$ cat config.mk
export PLATFORM = sky130hd
export DESIGN_NAME = inst_fetch_flat
export DESIGN_NICKNAME = d
export VERILOG_FILES = /design/src/rtl/inst_fetch_pkg.sv /design/src/rtl/inst_fetch_if.sv /design/src/rtl/FetchQueue.sv /design/src/rtl/inst_fetch.sv /design/src/flat_wrapper.sv
export SDC_FILE = /design/constraint.sdc
export NUM_CORES = 1
export LEC_CHECK = 0
export CAP_MARGIN = 20
export CORE_MARGIN = 1
export CORE_UTILIZATION = 41
export CTS_CLUSTER_DIAMETER = 100
export DETAILED_ROUTE_END_ITERATION = 8
export MAX_ROUTING_LAYER = met4
export PLACE_DENSITY = 0.77
export SYNTH_ARGS = -nofsm -noshare
export SYNTH_HDL_FRONTEND = slang
export SYNTH_SLANG_ARGS = --single-unit
$ cat constraint.sdc
create_clock -name clk -period 5.66 [get_ports clk]
set_clock_uncertainty 0.15 [all_clocks]
set_input_delay 0.849 -clock clk [delete_from_list [all_inputs] [get_ports clk]]
set_output_delay 0.849 -clock clk [all_outputs]
set_load 0.03 [all_outputs]
$ cat src/rtl/inst_fetch_pkg.sv
// Shared ISA-level constants and fetch-entry types for the instruction fetch slice.
// Word width, default reset vector and NOP encoding live here so every fetch file agrees.
package inst_fetch_pkg;

  localparam int WORD_W = 32;

  typedef logic [WORD_W-1:0] word_t;

  localparam word_t RESET_VECTOR = 32'h0040_0000;
  localparam word_t NOP_INST     = 32'h0000_0000;

  typedef struct packed {
    word_t pc;
    word_t inst;
  } fetch_entry_t;

  // PC arithmetic wraps modulo 2^32 with no overflow flag.
  function automatic word_t pc_plus4(input word_t pc);
    return pc + word_t'(4);
  endfunction

  function automatic word_t word_align(input word_t addr);
    return addr & ~word_t'(3);
  endfunction

endpackage

$ cat src/rtl/inst_fetch_if.sv
// Bus bundle between fetch, instruction memory, redirect source and decode.
interface inst_fetch_if;
  import inst_fetch_pkg::*;

  word_t       imemAddr;
  word_t       imemData;
  logic        redirectValid;
  word_t       redirectTarget;
  logic        outValid;
  logic        outReady;
  word_t       outInst;
  word_t       outPc;
  word_t       outPcPlus4;
  logic [31:0] fetchCount;

  modport master (
    output imemAddr,
    input  imemData,
    input  redirectValid,
    input  redirectTarget,
    output outValid,
    input  outReady,
    output outInst,
    output outPc,
    output outPcPlus4,
    output fetchCount
  );

  modport slave (
    input  imemAddr,
    output imemData,
    output redirectValid,
    output redirectTarget,
    input  outValid,
    output outReady,
    input  outInst,
    input  outPc,
    input  outPcPlus4,
    input  fetchCount
  );

endinterface

$ cat src/rtl/FetchQueue.sv
// Circular FIFO of fetched {pc, inst} entries; a count register separates full from empty.
module FetchQueue #(
  parameter int DEPTH = 2,
  parameter int WIDTH = 64
) (
  input  logic             clk,
  input  logic             reset_n,
  input  logic             push,
  input  logic             pop,
  input  logic             flush,
  input  logic [WIDTH-1:0] din,
  output logic [WIDTH-1:0] dout,
  output logic             full,
  output logic             empty
);

  localparam int PW = $clog2(DEPTH);
  localparam int CW = PW + 1;

  logic [WIDTH-1:0] mem [DEPTH];
  logic [PW-1:0]    rd_ptr;
  logic [PW-1:0]    wr_ptr;
  logic [CW-1:0]    count;

  assign full  = (count == CW'(DEPTH));
  assign empty = (count == '0);
  assign dout  = mem[rd_ptr];

  // Storage needs no reset: the head is only observed while count is non-zero.
  always_ff @(posedge clk) begin
    if (push && !flush) begin
      mem[wr_ptr] <= din;
    end
  end

  // Pointers wrap naturally since DEPTH is a power of two.
  always_ff @(posedge clk or negedge reset_n) begin
    if (!reset_n) begin
      rd_ptr <= '0;
      wr_ptr <= '0;
      count  <= '0;
    end else if (flush) begin
      rd_ptr <= '0;
      wr_ptr <= '0;
      count  <= '0;
    end else begin
      if (push) wr_ptr <= wr_ptr + PW'(1);
      if (pop)  rd_ptr <= rd_ptr + PW'(1);
      case ({push, pop})
        2'b10:   count <= count + CW'(1);
        2'b01:   count <= count - CW'(1);
        default: count <= count;
      endcase
    end
  end

endmodule

$ cat src/rtl/inst_fetch.sv
// Instruction fetch stage: PC register drives instruction memory, results are
// buffered in FetchQueue and handed to decode with a valid/ready handshake.
module inst_fetch
  import inst_fetch_pkg::*;
#(
  parameter word_t RESET_PC    = RESET_VECTOR,
  parameter int    QUEUE_DEPTH = 2
) (
  input logic        clk,
  input logic        reset_n,
  inst_fetch_if.master bus
);

  word_t        pc;
  logic [31:0]  fetch_cnt;
  logic         push;
  logic         pop;
  logic         q_full;
  logic         q_empty;
  fetch_entry_t wr_entry;
  fetch_entry_t head;

  assign bus.imemAddr = pc;

  // A pop frees a slot in the same edge, so a full queue can still accept a push.
  assign pop      = !q_empty && bus.outReady;
  assign push     = !bus.redirectValid && (!q_full || pop);
  assign wr_entry = '{pc: pc, inst: bus.imemData};

  FetchQueue #(
    .DEPTH (QUEUE_DEPTH),
    .WIDTH ($bits(fetch_entry_t))
  ) u_queue (
    .clk     (clk),
    .reset_n (reset_n),
    .push    (push),
    .pop     (pop),
    .flush   (bus.redirectValid),
    .din     (wr_entry),
    .dout    (head),
    .full    (q_full),
    .empty   (q_empty)
  );

  always_ff @(posedge clk or negedge reset_n) begin
    if (!reset_n) begin
      pc        <= RESET_PC;
      fetch_cnt <= '0;
    end else if (bus.redirectValid) begin
      pc <= word_align(bus.redirectTarget);
    end else if (push) begin
      pc        <= pc_plus4(pc);
      fetch_cnt <= fetch_cnt + 32'd1;
    end
  end

  // Head fields read as zero whenever nothing is valid.
  assign bus.outValid   = !q_empty;
  assign bus.outInst    = q_empty ? NOP_INST : head.inst;
  assign bus.outPc      = q_empty ? '0 : head.pc;
  assign bus.outPcPlus4 = q_empty ? '0 : pc_plus4(head.pc);
  assign bus.fetchCount = fetch_cnt;

endmodule
$ cat src/flat_wrapper.sv
// flat-port wrapper written by rule: the top's interface ports become plain ports
module inst_fetch_flat import inst_fetch_pkg::*;
#(
  parameter word_t RESET_PC    = RESET_VECTOR,
  parameter int    QUEUE_DEPTH = 2
)
  (clk, reset_n, bus_imemAddr, bus_imemData, bus_redirectValid, bus_redirectTarget, bus_outValid, bus_outReady, bus_outInst, bus_outPc, bus_outPcPlus4, bus_fetchCount);
  inst_fetch_if bus_i ();
  input logic clk;
  input logic reset_n;
  output wire logic [$bits(bus_i.imemAddr)-1:0] bus_imemAddr;
  input wire logic [$bits(bus_i.imemData)-1:0] bus_imemData;
  input wire logic [$bits(bus_i.redirectValid)-1:0] bus_redirectValid;
  input wire logic [$bits(bus_i.redirectTarget)-1:0] bus_redirectTarget;
  output wire logic [$bits(bus_i.outValid)-1:0] bus_outValid;
  input wire logic [$bits(bus_i.outReady)-1:0] bus_outReady;
  output wire logic [$bits(bus_i.outInst)-1:0] bus_outInst;
  output wire logic [$bits(bus_i.outPc)-1:0] bus_outPc;
  output wire logic [$bits(bus_i.outPcPlus4)-1:0] bus_outPcPlus4;
  output wire logic [$bits(bus_i.fetchCount)-1:0] bus_fetchCount;
  assign bus_imemAddr = bus_i.imemAddr;
  assign bus_i.imemData = bus_imemData;
  assign bus_i.redirectValid = bus_redirectValid;
  assign bus_i.redirectTarget = bus_redirectTarget;
  assign bus_outValid = bus_i.outValid;
  assign bus_i.outReady = bus_outReady;
  assign bus_outInst = bus_i.outInst;
  assign bus_outPc = bus_i.outPc;
  assign bus_outPcPlus4 = bus_i.outPcPlus4;
  assign bus_fetchCount = bus_i.fetchCount;
  inst_fetch #(.RESET_PC(RESET_PC), .QUEUE_DEPTH(QUEUE_DEPTH)) u_core (.clk(clk), .reset_n(reset_n), .bus(bus_i));
endmodule
* Yosys cells after proc, flatten, opt, wreduce, memory -nomap -nowiden
Memories as Yosys holds them, arrays and structs flattened.
Index checks and enable logic that the tools add are counted.
** Word-level totals
- Bits in registers :: 68
- Bits in writable memories :: 128
- Input port bits :: 68
- Memories kept :: 1
** Cells by class
- Add/sub/neg operators :: 7
- Equality and inequality tests :: 3
- Mux-type cells :: 13
- Bitwise gates (word level) :: 1
- Reductions and logical operators :: 12
** Memory list
- u_core.u_queue.mem :: depth 2, width 64, rd ports 1, clocked after memory_dff 0, write ports 1, line FetchQueue.sv:20 : logic [WIDTH-1:0] mem [DEPTH];
** Operators with widths (number)
- 32-bit 2-to-1 mux :: 5
- 32-bit by 3-bit adder with 32-bit output, second input constant :: 2
- 32-bit by 1-bit adder with 32-bit output, second input constant :: 1
- 1-bit 2-to-1 mux :: 6
- 2-bit equality test, second input constant :: 2
- 2-bit case mux with 2 select lines :: 1
- 2-bit nonzero test :: 2
- 1-bit logical AND :: 3
- 1-bit zero test :: 3
- 3-bit nonzero test :: 1
- 1-bit adder, second input constant :: 2
- 2-bit by 1-bit adder with 2-bit output, second input constant :: 1
- 2-bit by 1-bit equality test with 1-bit output, second input constant :: 1
- 2-bit zero test :: 1
- 2-bit 2-to-1 mux :: 1
- 2-bit AND reduction :: 1
- 2-bit by 1-bit subtractor with 2-bit output, second input constant :: 1
- 1-bit logical OR :: 1
- 1-bit NOT :: 1

* Longest topological paths before layout
Gate-level depths: netlist of the first run.
- Depth after elaboration :: 8
- Depth in mapped cells :: 11

* Hierarchy
A second synthesis of the first run with hierarchy kept.
** Unflattened totals
- Cell total of the unflattened synthesis :: 783
- Area total of the unflattened synthesis :: 9708.1 um^2
** Modules (own cells, without submodules)
- FetchQueue :: instances 1, cells each 219, area an instance 5036.1 um^2, seq. area each 3943.8 um^2
- inst_fetch :: instances 1, cells each 564, area an instance 4672.0 um^2, seq. area each 1552.7 um^2

* Worst setup path before layout of the first run
Ideal clock, no wire load.
- Kind :: in2reg
- Start point :: input port bus_redirectValid
- End point :: memory u_core.u_queue.mem[0][0] (enable)
- Setup time :: 0.559 ns
- Arrival :: 5.529 ns
- Data required time :: 4.951 ns
- Setup slack :: -0.578 ns
- Stages :: 3
- Buffers on the path :: 2
- Cell sequence :: clkbuf_1 -> clkbuf_1 -> nor3_1
** Between the ends
- Cells in the longest elaborated chain, start to end :: 5
** RTL lines
- from (decl) :: line flat_wrapper.sv:13 : input wire logic [$bits(bus_i.redirectValid)-1:0] bus_redirectValid;
- 1-bit zero test (*) :: line FetchQueue.sv:31, inst_fetch.sv:27
- 1-bit logical AND :: line inst_fetch.sv:27 : assign push = !bus.redirectValid && (!q_full || pop);
- 1-bit logical AND (*) :: line FetchQueue.sv:31 : if (push && !flush) begin
- 1-bit 2-to-1 mux (*) :: line FetchQueue.sv:31
- 1-bit 2-to-1 mux (not written as such) (*) :: line FetchQueue.sv:32 : mem[wr_ptr] <= din;
- to (decl) :: line FetchQueue.sv:20
Every way passes the cells marked *; elsewhere a longest branch is shown, timed or not.

* Worst setup path in the final report of the first run
- Start point :: register u_core.u_queue.rd_ptr
- End point :: output port bus_outPcPlus4[31]
** Between the ends
- Cells in the longest elaborated chain, start to end :: 3
** RTL lines
- from (decl) :: line FetchQueue.sv:21 : logic [PW-1:0] rd_ptr;
- from (signal assigned) :: line FetchQueue.sv:48 : if (pop) rd_ptr <= rd_ptr + PW'(1);
- memory 2 x 64 bit
- 32-bit by 3-bit adder with 32-bit output :: line inst_fetch_pkg.sv:19 : return pc + word_t'(4);
- 32-bit 2-to-1 mux :: line inst_fetch.sv:61 : assign bus.outPcPlus4 = q_empty ? '0 : pc_plus4(head.pc);
- to (decl) :: line flat_wrapper.sv:19 : output wire logic [$bits(bus_i.outPcPlus4)-1:0] bus_outPcPlus4;
No other way between the ends.

==> run metrics, run 1 <==
transition time of the tightest slew-check pin=0.853 ns; crit path kind=reg -> out; Clk Latency, worst-skew pair=0.42 ns; routed wirelength normalized by instance count=17.7 um; top post-synthesis cells by area=sky130_fd_sc_hd__edfxtp_1 42%, sky130_fd_sc_hd__dfrtp_1 18%, sky130_fd_sc_hd__mux2i_1 6.3%, sky130_fd_sc_hd__xnor2_1 5.2%, sky130_fd_sc_hd__nor2_1 4.0%; Post-Synth Simple-Gate Area=16.7%; most used flip-flop cell after synthesis=sky130_fd_sc_hd__edfxtp_1; wire length of the first global-routing pass=34.3 mm; post-detailed-route via-to-cell ratio=5.22; vias in the first global route=6,351; overall power of the completed layout=3960 uW; accumulated negative setup slack=0 ns; final count of negative-setup-slack endpoints=0; xor and xnor fraction of the mapped netlist area=7.82%; # DRC=0; end point of the worst hold path=u_core.bus.fetchCount[31]$_DFFE_PN0P_; count of clock tree sinks=190; sum of net half-perimeters after detailed placement=15.9 mm; post-synthesis compound-gate area fraction=4.51%; Max-Slew Margin vs Limit=43.1%; Final Critical Period=5.05 ns; total number of vias=6,585; area fraction of the dominant cell type after synthesis=41.6%; Synth Warn #=0; Synth Area in Adders=0.419%; Synth Area per Inst=11.8 um2; kind of end point of the critical path=output port; number of levels the H-tree was split into=4; NumNets Final=1,046; chip height=150 um; Cells after Synth=760; number of distinct library cells after synthesis=53; flop and latch count out of synthesis=190; largest driver fanout on the critical path=60; mapped cell area=0.00896 mm2; async set or reset register ratio after synthesis=34.7%; fraction of the cycle the final worst path needs=89.2%; maximum vdd ir drop=241 uV; Worst R2R Path Depth=5; worst min-delay path category=reg -> reg; number of CTS-inserted buffers=17; min-delay src=u_core.bus.fetchCount[31]$_DFFE_PN0P_; core area=0.0212 mm2; final count of pins violating max slew=0; number of diodes added for antenna fixing=0; area enclosed by the die boundary=0.0225 mm2; highest clock rate=198 MHz; die span in x=150 um; cells along the critical path=buf_4 -> a32oi_1 -> nand4b_1 -> nor4_1 -> mux2_2 -> clkdlybuf4s50_1; all-layer global routing usage=20.7%; total buffers and inverters traversed by the critical path=2; run status=complete, no violations; final RePlAce weighted congestion=0.866; fraction of the yosys area taken by sequential cells=60.0%; global route total overflow=0; antenna violation net count after detailed routing=0; main combinational cell family by area after synthesis=simple AND/OR/NAND/NOR gates; Final Hold Violating Endpoints=0; flip-flop and latch area=0.00538 mm2; root buffer selected by CTS=sky130_fd_sc_hd__clkbuf_16; worst hold path cell count=1; Max clock buf depth=2; first-iteration detailed-routing DRC count=391; data arrival time at the worst-slack endpoint=4.05 ns; Top delay family on crit path=buffers and inverters; Resize count post-CTS=0; initial antenna violation count=0; layout cell share with drive strength beyond 1=6.59%; pin count of the biggest net entering global routing=82; most area-hungry cell type in the Yosys netlist=sky130_fd_sc_hd__edfxtp_1; post-CTS setup buffer count=0; Critical R2R Capture=u_core.u_queue.mem[1][14]$_DFFE_PP_; PwrDens=331 mW/mm2; critical-path cell with the highest stage delay=sky130_fd_sc_hd__dfrtp_4; required time of the critical path=4.66 ns; Filler Cells Inserted=1,767; number of enable flip-flop cells after synthesis=124; number of hold buffers added after CTS=0; post-synthesis to final-layout area growth=33.4%; number of buffers added on ports=220; setup repair after global routing missed its margin=no; top-level I/O count=229; multi-input combinational cell area=0.00337 mm2; worst flop-to-flop path startpoint=u_core.u_queue.count[1]$_DFFE_PN0P_; category of the worst setup path launch point=flip-flop; max cap viols=0; Starting Density=42.2%; number of iterations in the first detailed-routing pass=4; CTS tree=built; max incr delay on CP=0.93 ns; multiplexer share of the synthesized area=7.76%; CTS clock-pin slew for the worst setup and hold paths=0.07 ns; std cell rows=53; static leakage power=0.00431 uW; routed wire length=22.3 mm; setup slack on the worst flop-to-flop path=2.78 ns
-- registers in the layout (all words and copies together) (netlist names) --
signal and flops:
u_core.u_queue.rd_ptr 1, u_core.u_queue.wr_ptr 1, u_core.u_queue.count 2, u_core.bus.fetchCount 32, u_core.bus.imemAddr 30, u_core.u_queue.mem 124
-- cells in the final DEF, fill, tap and decap left out, drive strengths merged, types with 27 or more instances in the layout --
cell,count
clkdlybuf4s50,218
dfrtp,65
edfxtp,124
mux2i,56
nand2,69
nand3,31
nor2,96
nor3,28
o21ai,33
xnor2,53
xor2,27
-- synthesized netlist by cell type, types with 2 or more instances --
| library cell | number |
|---|---|
| sky130_fd_sc_hd__a211oi_1 | 2 |
| sky130_fd_sc_hd__a21oi_1 | 7 |
| sky130_fd_sc_hd__a22oi_1 | 2 |
| sky130_fd_sc_hd__a31oi_1 | 2 |
| sky130_fd_sc_hd__a32oi_1 | 2 |
| sky130_fd_sc_hd__and2_1 | 9 |
| sky130_fd_sc_hd__and3_1 | 10 |
| sky130_fd_sc_hd__and4_1 | 3 |
| sky130_fd_sc_hd__buf_1 | 4 |
| sky130_fd_sc_hd__buf_2 | 8 |
| sky130_fd_sc_hd__buf_4 | 6 |
| sky130_fd_sc_hd__buf_8 | 2 |
| sky130_fd_sc_hd__clkbuf_1 | 17 |
| sky130_fd_sc_hd__dfrtp_1 | 65 |
| sky130_fd_sc_hd__edfxtp_1 | 124 |
| sky130_fd_sc_hd__ha_1 | 3 |
| sky130_fd_sc_hd__inv_1 | 12 |
| sky130_fd_sc_hd__mux2_2 | 12 |
| sky130_fd_sc_hd__mux2i_1 | 56 |
| sky130_fd_sc_hd__nand2_1 | 69 |
| sky130_fd_sc_hd__nand3_1 | 30 |
| sky130_fd_sc_hd__nand3b_1 | 3 |
| sky130_fd_sc_hd__nand4_1 | 21 |
| sky130_fd_sc_hd__nand4b_1 | 5 |
| sky130_fd_sc_hd__nor2_1 | 96 |
| sky130_fd_sc_hd__nor2b_1 | 5 |
| sky130_fd_sc_hd__nor3_1 | 28 |
| sky130_fd_sc_hd__nor3b_1 | 6 |
| sky130_fd_sc_hd__nor4_1 | 11 |
| sky130_fd_sc_hd__o21ai_0 | 33 |
| sky130_fd_sc_hd__o31a_1 | 3 |
| sky130_fd_sc_hd__o31ai_1 | 3 |
| sky130_fd_sc_hd__or2_2 | 2 |
| sky130_fd_sc_hd__or4_1 | 2 |
| sky130_fd_sc_hd__xnor2_1 | 53 |
| sky130_fd_sc_hd__xor2_1 | 27 |
-- logic make-up (layout without fill, tap and decap cells) --
group | after synthesis | in the layout
buffers and inverters | 50 | 272
AOI/OAI and AO/OA | 62 | 62
adders and majority gates | 3 | 3
muxes | 68 | 68
DFF | 190 | 190
and+or+nand+nor | 306 | 306
xor gates and xnor gates | 80 | 80
other | 1 | 6
-- routing by layer --
layer	vias to the layer above	track usage [%]	wire length, um
met2	272	32.0	10100
met5	-	-	0
met4	0	4.95	227
met1	3137	26.2	9750
met3	20	6.77	2250
li1	3156	-	-
-- cell type report --
class / instances / area share (%)
inverter: 12 / 0.377
multi-input combinational: 525 / 28.2
clock inverter: 14 / 1.03
clock buffer: 17 / 3.56
timing repair buffer: 229 / 18.9
tap: 275 / 2.88
sequential: 190 / 45.0
-- where the power goes --
part           switching (uW)  total, uW  leakage (uW)  internal, uW
Combinational             630       1070       0.00206           442
Clock                     550       1130      0.000259           577
Sequential                138       1760       0.00199          1620
Total                    1320       3960       0.00431          2640
-- through the flow --
stage	utilization, %	worst slack (ns)	hold slack, ns	cells	area, um2
floorplan	-	1.32	0.387	765	8980
global placement	53.7	1.10	0.312	1231	11400
detailed placement	53.7	1.07	0.306	1231	11400
finish	56.3	0.612	0.333	1262	12000
CTS	56.3	0.611	0.329	1262	12000
global route	56.3	0.429	0.365	1262	12000
-- how the worst max path moves through the flow --
stage	endpoint	cells after the start	slack [ns]	start
floorplan	u_core.u_queue.mem[0][0]$_DFFE_PP_	3	1.32	bus_redirectValid
global placement	bus_outPcPlus4[31]	6	1.10	u_core.u_queue.rd_ptr$_DFFE_PN0P_
detailed placement	bus_outPcPlus4[31]	6	1.07	u_core.u_queue.rd_ptr$_DFFE_PN0P_
CTS	bus_outPcPlus4[31]	6	0.61	u_core.u_queue.rd_ptr$_DFFE_PN0P_
global route	bus_outPcPlus4[31]	6	0.43	u_core.u_queue.rd_ptr$_DFFE_PN0P_
finish	bus_outPcPlus4[31]	6	0.61	u_core.u_queue.rd_ptr$_DFFE_PN0P_
Power figures use the tool's default switching activity.
==> run 2: changes to the inputs <==
--- a/config.mk
+++ b/config.mk
@@ -5,13 +5,16 @@
 export SDC_FILE = /design/constraint.sdc
 export NUM_CORES = 1
 export LEC_CHECK = 0
+export ABC_AREA = 1
 export CAP_MARGIN = 20
+export CELL_PAD_IN_SITES_DETAIL_PLACEMENT = 1
+export CELL_PAD_IN_SITES_GLOBAL_PLACEMENT = 2
 export CORE_MARGIN = 1
-export CORE_UTILIZATION = 41
+export CORE_UTILIZATION = 26
 export CTS_CLUSTER_DIAMETER = 100
 export DETAILED_ROUTE_END_ITERATION = 8
 export MAX_ROUTING_LAYER = met4
-export PLACE_DENSITY = 0.77
+export PLACE_DENSITY = 0.81
 export SYNTH_ARGS = -nofsm -noshare
 export SYNTH_HDL_FRONTEND = slang
 export SYNTH_SLANG_ARGS = --single-unit
==> run metrics, run 2 <==
number of levels the H-tree was split into=4 (unchanged); Max clock buf depth=2 (unchanged); area enclosed by the die boundary=0.0399 mm2 (+78%); wire length of the first global-routing pass=52.3 mm (+53%); all-layer global routing usage=18.0% (-2.7 points); run status=complete, no violations; Max-Slew Margin vs Limit=36.5% (-6.6 points); CTS tree=built; fraction of the yosys area taken by sequential cells=52.9% (-7.1 points); most area-hungry cell type in the Yosys netlist=sky130_fd_sc_hd__edfxtp_1; core area=0.0386 mm2 (+82%); most used flip-flop cell after synthesis=sky130_fd_sc_hd__edfxtp_1; number of distinct library cells after synthesis=39 (-26%); pin count of the biggest net entering global routing=83 (+1.2%); NumNets Final=1,550 (+48%); max cap viols=0 (unchanged); final count of pins violating max slew=0 (unchanged); max incr delay on CP=0.72 ns (-0.21 ns); number of CTS-inserted buffers=17 (unchanged); antenna violation net count after detailed routing=0 (unchanged); highest clock rate=205 MHz (+3.7%); most common library cells after synthesis=474 x sky130_fd_sc_hd__nand2_1, 172 x sky130_fd_sc_hd__nor2_1, 124 x sky130_fd_sc_hd__edfxtp_1, 114 x sky130_fd_sc_hd__inv_1, 65 x sky130_fd_sc_hd__dfrtp_1; total number of vias=9,023 (+37%); sum of net half-perimeters after detailed placement=25.7 mm (+61%); Synth Area per Inst=8.00 um2 (-32%); async set or reset register ratio after synthesis=34.7% (unchanged); global route total overflow=0 (unchanged); maximum vdd ir drop=231 uV (-4.1%); NetSw=1500 uW (+14%); accumulated negative setup slack=0 ns (unchanged); flop and latch count out of synthesis=190 (unchanged); cells along the critical path=inv_4 -> nand2_2 -> nand2_2 -> ha_1 -> nand2_1 -> nor2_2 -> nand2_1 -> nor2_4 -> o21ai_1 -> a21oi_1 -> clkdlybuf4s50_1; routed wire length=34.1 mm (+53%); final RePlAce weighted congestion=0.860 (-0.76%); category of the worst setup path launch point=flip-flop; PwrDens=307 mW/mm2 (-7.4%); kind of end point of the critical path=output port; share of power burned in combinational logic=28.2% (+1.1 points); Top delay family on crit path=buffers and inverters; most common cell in the netlist=sky130_fd_sc_hd__nand2_1; Synth Warn #=0 (unchanged); required time of the critical path=4.66 ns (about the same); number of hold buffers added after CTS=0 (unchanged); layout cell share with drive strength beyond 1=5.90% (-0.69 points); Cells after Synth=1,270 (+67%); setup repair after global routing missed its margin=no; most frequent cells in the layout=474 x sky130_fd_sc_hd__nand2_1, 219 x sky130_fd_sc_hd__clkdlybuf4s50_1, 169 x sky130_fd_sc_hd__nor2_1; vias in the first global route=9,283 (+46%); Hold WS=0.399 ns (+0.0655 ns); std cell rows=72 (+36%); crit path kind=reg -> out; chip height=200 um (+33%); first-iteration detailed-routing DRC count=317 (-19%); top-level I/O count=229 (unchanged); number of buffers added on ports=220 (unchanged); post-CTS setup buffer count=0 (unchanged); number of enable flip-flop cells after synthesis=124 (unchanged); worst min-delay path category=reg -> reg; final count of negative-setup-slack endpoints=0 (unchanged); root buffer selected by CTS=sky130_fd_sc_hd__clkbuf_16; CTS clock-pin slew for the worst setup and hold paths=0.08 ns (about the same); count of clock tree sinks=190 (unchanged); post-synthesis to final-layout area growth=32.6%; Clk Latency, worst-skew pair=0.45 ns (+0.03 ns); Seq pwr share=43.0% (-1.4 points); largest reg by FF count=u_core.u_queue.mem; initial antenna violation count=13 (+13); static leakage power=0.00534 uW (+24%); Final Hold Violating Endpoints=0 (unchanged); Placed Cells incl. Taps=1,978 (+61%); number of iterations in the first detailed-routing pass=4 (unchanged); Final Critical Period=4.87 ns (-0.181 ns); routed wirelength normalized by instance count=16.9 um (-4.6%); sw frac=36.3% (+3.0 points); number of flip-flops in the largest register=124 (unchanged); die span in x=200 um (+33%); fraction of the cycle the final worst path needs=86.0% (-3.2 points); critical-path cell with the highest stage delay=sky130_fd_sc_hd__clkdlybuf4s50_1; largest driver fanout on the critical path=66 (+10%); cell-internal power=2630 uW (-0.23%); Clk pwr share=28.8% (+0.3 points); final cell count without fillers=2,023 (+60%); area fraction of the dominant cell type after synthesis=36.7% (-4.9 points); transition time of the tightest slew-check pin=0.953 ns (+0.0992 ns); Filler Cells Inserted=4,691 (+170%); Resize count post-CTS=0 (unchanged); data arrival time at the worst-slack endpoint=3.87 ns (-0.18 ns); placed cell areas=0.0129 mm2 (+13%); most frequent standard cell in the layout excluding fill and tap cells=sky130_fd_sc_hd__nand2_1; Starting Density=26.3% (-16 points); total buffers and inverters traversed by the critical path=2 (unchanged); post-detailed-route via-to-cell ratio=4.46 (-15%); mapped cell area=0.0102 mm2 (+13%); final design instance area without fill=0.0135 mm2 (+13%); top post-synthesis cells by area=sky130_fd_sc_hd__edfxtp_1 37%, sky130_fd_sc_hd__nand2_1 18%, sky130_fd_sc_hd__dfrtp_1 16%, sky130_fd_sc_hd__nor2_1 6.4%, sky130_fd_sc_hd__inv_1 4.2%; # DRC=0 (unchanged)
run 2: cell types whose count changed after synthesis, moves of 12 or more:
cell	before	now
sky130_fd_sc_hd__nand2_1	69	474
sky130_fd_sc_hd__inv_1	12	114
sky130_fd_sc_hd__nor2_1	96	172
sky130_fd_sc_hd__mux2i_1	56	0
sky130_fd_sc_hd__xnor2_1	53	5
sky130_fd_sc_hd__a21oi_1	7	44
sky130_fd_sc_hd__nand3_1	30	61
sky130_fd_sc_hd__nand2_2	0	16
sky130_fd_sc_hd__nor2_2	0	13
sky130_fd_sc_hd__mux2_2	12	0
run 2: cell type report:
cell class,instances,area [um2],area share [%]
Clock buffer,18,429,3.19
Timing Repair Buffer,229,2260,16.8
Tap cell,518,648,4.81
Sequential cell,190,5380,39.9
Inverter,119,449,3.33
Antenna cell,13,32.5,0.241
Clock inverter,14,141,1.05
Multi-Input combinational cell,922,4130,30.6
run 2: through the flow:
stage	setup slack (ns)	util, %	total power [uW]
5_1_grt	0.480	34.9	4330
2_1_floorplan	0.997	-	2450
6_report	0.792	34.9	4130
3_5_place_dp	1.24	33.4	2980
4_1_cts	0.744	34.9	4180
3_3_place_gp	1.26	33.4	2950
run 2: metal layers:
metal	share of wire [%]	track usage, %	up-vias
li1	-	-	4479
met1	43	20.6	4346
met2	50	31.3	172
met3	5.4	4.44	26
met4	1.4	4.58	0
met5	0	-	-
run 2: cell families (layout without fill, tap and decap cells):
| logic type | count (synthesis) | in the layout | share of synthesized area (%) |
|---|---|---|---|
| xor gates and xnor gates | 33 | 33 | 2.85 |
| other | 1 | 19 | 0.0369 |
| AOI/OAI and AO/OA | 94 | 94 | 5.03 |
| adders and majority gates | 3 | 3 | 0.370 |
| and+or+nand+nor | 786 | 786 | 32.0 |
| buffers and inverters | 163 | 380 | 6.81 |
| DFF | 190 | 190 | 52.9 |
run 2: path summary, 6_finish.rpt:
| check | start | endpoint | slack, ns | cells past startpoint |
|---|---|---|---|---|
| setup / recovery | u_core.u_queue.rd_ptr$_DFFE_PN0P_ | bus_outPcPlus4[14] | 0.79 | 11 |
| hold / removal | u_core.bus.fetchCount[27]$_DFFE_PN0P_ | u_core.bus.fetchCount[27]$_DFFE_PN0P_ | 0.40 | 2 |
| setup reg to reg | u_core.u_queue.count[1]$_DFFE_PN0P_ | u_core.bus.fetchCount[27]$_DFFE_PN0P_ | 2.52 | 11 |
| hold reg to reg | u_core.bus.fetchCount[27]$_DFFE_PN0P_ | u_core.bus.fetchCount[27]$_DFFE_PN0P_ | 0.40 | 2 |
| max in group asynchronous | reset_n | u_core.u_queue.rd_ptr$_DFFE_PN0P_ | 4.21 | 2 |
| min in group asynchronous | reset_n | u_core.bus.fetchCount[31]$_DFFE_PN0P_ | 0.46 | 2 |
run 2: worst min-delay path, delay by kind of cell (launching register included):
kind / cells / cell delay, ns
and+or+nand+nor: 2 / 0.13
DFF: 1 / 0.39
run 2: power groups by stage:
| stage | sequential (uW) | combinational, uW | clock [uW] |
|---|---|---|---|
| global placement | 1800 | 1160 | 0 |
| floorplan | 1880 | 575 | 0 |
| global route | 1800 | 1260 | 1270 |
| finish | 1780 | 1160 | 1190 |
| CTS | 1780 | 1180 | 1220 |
| detailed placement | 1810 | 1170 | 0 |
